**config.mk**
```make
export PLATFORM = sky130hd
export DESIGN_NAME = qerv_dbus_ram
export DESIGN_NICKNAME = d
export VERILOG_FILES = /design/src/rtl/qerv_dbus_ram.sv
export SDC_FILE = /design/constraint.sdc
export NUM_CORES = 2
export LEC_CHECK = 0
export BUFFER_PORTS_ARGS = -buffer_cell sky130_fd_sc_hd__buf_2
export CAP_MARGIN = 20
export CORE_UTILIZATION = 35
export CTS_CLUSTER_SIZE = 40
export DETAILED_ROUTE_END_ITERATION = 10
export PLACE_DENSITY = 0.6
export SLEW_MARGIN = 20
export SYNTH_ARGS = -nofsm -noshare
export SYNTH_HDL_FRONTEND = slang
export SYNTH_SLANG_ARGS = --single-unit
```
**constraint.sdc**
```tcl
create_clock -name i_clk -period 2.27 [get_ports i_clk]
set_input_delay 0.1135 -clock i_clk [delete_from_list [all_inputs] [get_ports i_clk]]
set_output_delay 0.1135 -clock i_clk [all_outputs]
set_load 0.02 [all_outputs]
```
**src/rtl/qerv_dbus_ram.sv**
```systemverilog
// Word-organised RAM terminating the core's Wishbone-style data bus.
// Returns read data with a single-cycle ack after WAIT_STATES extra cycles.
module qerv_dbus_ram #(
  parameter int unsigned DEPTH       = 256,
  parameter int unsigned WAIT_STATES = 0,
  parameter int unsigned AW          = $clog2(DEPTH)
) (
  input  logic        i_clk,
  input  logic        i_rst,
  input  logic [31:0] i_wb_adr,
  input  logic [31:0] i_wb_dat,
  input  logic [3:0]  i_wb_sel,
  input  logic        i_wb_we,
  input  logic        i_wb_cyc,
  output logic [31:0] o_wb_rdt,
  output logic        o_wb_ack
);

  typedef enum logic [1:0] {StIdle, StWait, StAck} state_e;

  state_e        state_q;
  logic [3:0]    cnt_q;
  logic [31:0]   rdt_q;
  logic          ack_q;
  logic [31:0]   mem_q [DEPTH/4];
  logic [AW-3:0] idx;

  assign idx      = i_wb_adr[AW-1:2];
  assign o_wb_rdt = rdt_q;
  assign o_wb_ack = ack_q;

  // Byte offset and bits above the RAM size are deliberately ignored (address wrap).
  logic unused_adr;
  assign unused_adr = ^{i_wb_adr[31:AW], i_wb_adr[1:0]};

  always_ff @(posedge i_clk) begin
    if (i_rst) begin
      state_q <= StIdle;
      cnt_q   <= 4'd0;
      rdt_q   <= 32'd0;
      ack_q   <= 1'b0;
    end else begin
      unique case (state_q)
        StIdle: begin
          ack_q <= 1'b0;
          if (i_wb_cyc) begin
            if (WAIT_STATES == 0) begin
              state_q <= StAck;
              ack_q   <= 1'b1;
              rdt_q   <= mem_q[idx];
            end else begin
              state_q <= StWait;
              cnt_q   <= 4'(WAIT_STATES);
            end
          end
        end
        StWait: begin
          if (!i_wb_cyc) begin
            state_q <= StIdle;
          end else begin
            cnt_q <= cnt_q - 4'd1;
            if (cnt_q == 4'd1) begin
              state_q <= StAck;
              ack_q   <= 1'b1;
              rdt_q   <= mem_q[idx];
            end
          end
        end
        StAck: begin
          ack_q   <= 1'b0;
          state_q <= StIdle;
        end
        default: begin
          ack_q   <= 1'b0;
          state_q <= StIdle;
        end
      endcase
    end
  end

  // Writes commit on the edge leaving ACK; rdt already holds the pre-write word.
  always_ff @(posedge i_clk) begin
    if (!i_rst && state_q == StAck && i_wb_we) begin
      for (int n = 0; n < 4; n++) begin
        if (i_wb_sel[n]) mem_q[idx][8*n +: 8] <= i_wb_dat[8*n +: 8];
      end
    end
  end

endmodule

```
==> impl.org <==
** Timing
- Final hold analysis gives a worst-case slack of 0.0831 ns.
- Setup repair after global routing left no endpoint under its margin.
- Counting I/O delays and the setup requirement, the final critical path takes 2.22 ns.
- Final count of negative-setup-slack endpoints :: 0
- Max Transition Viols Final :: 0
- Measured against its own limit, the worst slew margin works out to approximately 35%.
- Between clock sinks in the finished design, the worst skew comes to roughly 0.031 ns.
- Hold violation total from the final report :: 0
- Post-route setup TNS :: 0 ns
- Tcrit/Tclk final :: between 90% and 100%
- At the pin with the least slew margin, the transition time is 0.980 ns.
- Based on the critical path, the design can be clocked at up to roughly 0.45 GHz.
- Setup slack closes at about 0.054 ns.

** Setup path
- STA classifies the critical path endpoint as a register.
- Of all nets on the critical path, the largest fanout is 11.
- CP startpoint :: state_q[1]
- STA classifies the critical path startpoint as a register.
- Critical path data arrival time :: 2.76 ns
- CP Buf/Inv Count :: 4
- Walking the worst path, the cells encountered are and3_1 -> buf_4 -> and2_1 -> buf_12 -> nand2_1 -> buf_4 -> nor2_1 -> buf_4.
- In this design, the critical path's most frequently occurring cell is sky130_fd_sc_hd__buf_4.
- Crit-path max cell delay :: 0.43 ns
- Slowest library cell on the worst path :: sky130_fd_sc_hd__dfxtp_1
- Critical path start-end classification :: register to register
- In this run the critical register-to-register path is launched from state_q[1].
- On the critical path the largest part of the delay comes from buffers and inverters.
- For the worst setup path, the data required time is roughly 2.8 ns.

** Synth
- Count of yosys warnings during synthesis :: 0
- Syn Inst Count :: 4487
- In the synthesized netlist the dominant register cell turns out to be sky130_fd_sc_hd__edfxtp_1.
- A synthesized cell averages 18.1 sq um.
- Summing every instance area after synthesis gives just over 80000 sq um.
- By area the synthesized netlist is led by sky130_fd_sc_hd__edfxtp_1 76%, sky130_fd_sc_hd__mux4_2 3.3%, sky130_fd_sc_hd__mux2_2 2.9%, sky130_fd_sc_hd__mux2i_1 2.4%, sky130_fd_sc_hd__a221oi_1 2.4%.
- After synthesis, flip-flops and latches occupy around three quarters of the total area.
- Flip-flop and latch count after synthesis :: approximately 2100
- Counting flops with an async set or reset pin after synthesis yields a share of 0%.
- Post-synth EDFFs :: between 2000 and 2500
- Yosys cell types :: 81
- Top-area cell type share of the netlist area :: about three quarters
- Number of nets in the synthesized netlist :: roughly 4600
- The synthesized design spends more area on one cell type than any other, namely sky130_fd_sc_hd__edfxtp_1.

** Global route
- Combined global-route utilization of all metal layers :: a little over a fifth
- Vias in the first global route :: 48104
- Initial antenna violation count :: 14
- The first global-routing pass estimated around 360 mm of wire.
- Largest net degree at the start of global routing :: 65
- After global routing the overflow that remains totals 0.

** Clock tree
- In this run, CTS created clock tree buffers numbering roughly 210.
- In this run the deepest clock path goes through 3 buffers.
- The tree is rooted in a sky130_fd_sc_hd__clkbuf_16.
- After clock tree synthesis, the clock-pin slew on the worst setup and hold paths is 0.07 ns.
- The clock tree synthesis step divided the H-tree into 4 levels.
- TritonCTS built the clock tree.
- Clk sinks :: between 2000 and 2500
- For the worst-skew pair, the clock arrives at the later sink with an insertion delay of roughly 0.85 ns.

** Finish
- Commonest cells after routing, fill and taps aside :: 2048 x sky130_fd_sc_hd__edfxtp_1, 767 x sky130_fd_sc_hd__buf_4, 351 x sky130_fd_sc_hd__nor2_1
- Leaving out filler cells and counting taps, the final layout contains approximately 8600.
- After filler insertion, the fill cell instance count of the layout stands at 20024.
- From synthesis to final layout, the design area changed by 21.9%.
- Share of layout cells above drive strength 1 :: about 30%
- The final layout contains ~5500 nets.
- Across the whole layout, storage elements account for between 60000 and 70000 sq um.
- Most common cell after layout, fill and taps aside :: sky130_fd_sc_hd__edfxtp_1
- Multi-input logic area :: approximately 17000 sq um
- Final design instance area without fill :: 99200 sq um
- For this run, the share of the core covered by cells in the final layout is between 40% and 50%.

** Placement
- Final Wtd Congestion :: between 0.9 and 1
- OpenSTA, run right after detailed placement, puts the worst setup slack at -0.277 ns.
- DP Cell Count :: ~8200
- Summed over all nets, the half-perimeter wirelength after detailed placement is roughly 170 mm.
- Total of buffers placed on input and output ports :: roughly 80
- The placed instances occupy a cell area of 92000 sq um.

** Routing
- The first TritonRoute pass finished after 6 iterations.
- Overall routed net length :: approximately 250 mm
- Drt wl/cell :: 29.4 um
- For this run, design rule violations remaining after detail routing come to 0.
- Starting DRT DRC Count :: approximately 6000
- The final route contains between 40000 and 50000 vias.
- The detail route stage leaves a number of antenna-violating nets equal to 0.
- Mean number of vias per cell :: 5.63

** Hold path
- The worst hold path begins at i_wb_adr[7].
- Type of the worst min-delay path :: input pin to register

** Floorplanning
- The initialized floorplan defines ~180 standard-cell rows.
- The floorplan step defined a core boundary enclosing around 230000 sq um.
- around 110 I/O pins were placed.
- The die covers approximately 230000 sq um.
- The floorplan step set the die height to just under 500 um.
- Once the floorplan was initialized, standard cells occupied approximately a third of the core.
- In this run the horizontal extent of the chip is 484 um.

** Run
- Total of max-cap violations :: 0

** Power and ir drop
- Total power for the finished layout comes to slightly above 80 mW.
- Pwr Density :: roughly 830 nW/um^2
- The worst-case IR drop observed on VDD is around 680 uV.
- For this design the static power due to leakage is between 30 and 40 nW.

** Outcome
- Status :: finished, final reports clean
-- per-layer routing --
layer / up-vias / wire length [um] / global-route usage [%]
li1: 20285 / - / -
met1: 25065 / 102000 / 29.1
met2: 2671 / 117000 / 33.2
met3: 473 / 24600 / 4.08
met4: 6 / 10200 / 8.26
met5: - / 33 / 0
-- area by class of cell --
class	count	area share [%]
sequential	2082	62.7
multi-input combinational	2084	17.5
timing repair buffer	1007	9.09
clock buffer	282	5.68
tap	3026	3.81
clock inverter	115	1.21
inverter	4	0.0227
antenna	7	0.0176
-- where the power goes --
part / total, mW / leakage, nW / switching, mW / internal [mW]
clock network: 34.5 / 3.32 / 14.8 / 19.8
registers: 42.4 / 18.7 / 0.114 / 42.3
logic: 5.31 / 11.1 / 3.37 / 1.95
-- kinds of logic after synthesis --
logic type | after synthesis | share of synthesized area [%]
buffers and inverters | 321 | 2.47
DFF | 2082 | 76.4
muxes | 558 | 9.55
and+or+nand+nor | 583 | 2.97
AOI/OAI and AO/OA | 943 | 8.65
-- worst paths after layout --
path,endpoint,slack [ns],cells past startpoint
setup reg to reg,mem_q[21][6],0.05,8
hold / removal,o_wb_rdt[20],0.08,5
hold reg to reg,o_wb_rdt[8],0.59,2
setup / recovery,mem_q[21][6],0.05,8
-- Yosys cell counts, types with 23 or more instances --
library cell / number
sky130_fd_sc_hd__edfxtp_1: 2048
sky130_fd_sc_hd__nor2_1: 357
sky130_fd_sc_hd__a221oi_1: 220
sky130_fd_sc_hd__mux2_2: 208
sky130_fd_sc_hd__mux2i_1: 199
sky130_fd_sc_hd__a22oi_1: 174
sky130_fd_sc_hd__nand2_1: 144
sky130_fd_sc_hd__buf_2: 129
sky130_fd_sc_hd__mux4_2: 121
sky130_fd_sc_hd__a21oi_1: 116
sky130_fd_sc_hd__o22ai_1: 99
sky130_fd_sc_hd__o21ai_0: 84
sky130_fd_sc_hd__clkbuf_1: 71
sky130_fd_sc_hd__buf_4: 49
sky130_fd_sc_hd__buf_6: 48
sky130_fd_sc_hd__a22o_1: 35
sky130_fd_sc_hd__dfxtp_1: 34
sky130_fd_sc_hd__a31oi_1: 31
sky130_fd_sc_hd__a221o_1: 30
sky130_fd_sc_hd__mux4_1: 24
sky130_fd_sc_hd__a211oi_1: 23
-- worst register-to-register path, stage by stage, from the launching register on --
cell and delay [ns]:
sky130_fd_sc_hd__dfxtp_1 0.43, sky130_fd_sc_hd__and3_1 0.18, sky130_fd_sc_hd__buf_4 0.17, sky130_fd_sc_hd__and2_1 0.19, sky130_fd_sc_hd__buf_12 0.15, sky130_fd_sc_hd__nand2_1 0.18, sky130_fd_sc_hd__buf_4 0.22, sky130_fd_sc_hd__nor2_1 0.20
sky130_fd_sc_hd__buf_4 0.20
-- registers in the layout, summed over array words and instances, names as in the netlist --
name and count:
mem_q 2048, o_wb_ack 1, o_wb_rdt 32, state_q 1
-- what timing repair did --
| item | in CTS | in global routing |
|---|---|---|
| gates resized for setup | 0 | 3 |
| hold endpoints to repair | 1584 | 0 |
| setup endpoints to repair | 0 | 3 |
| buffers inserted | 0 | 0 |
| hold buffers | 40 | 0 |
Power figures use the tool's default switching activity.
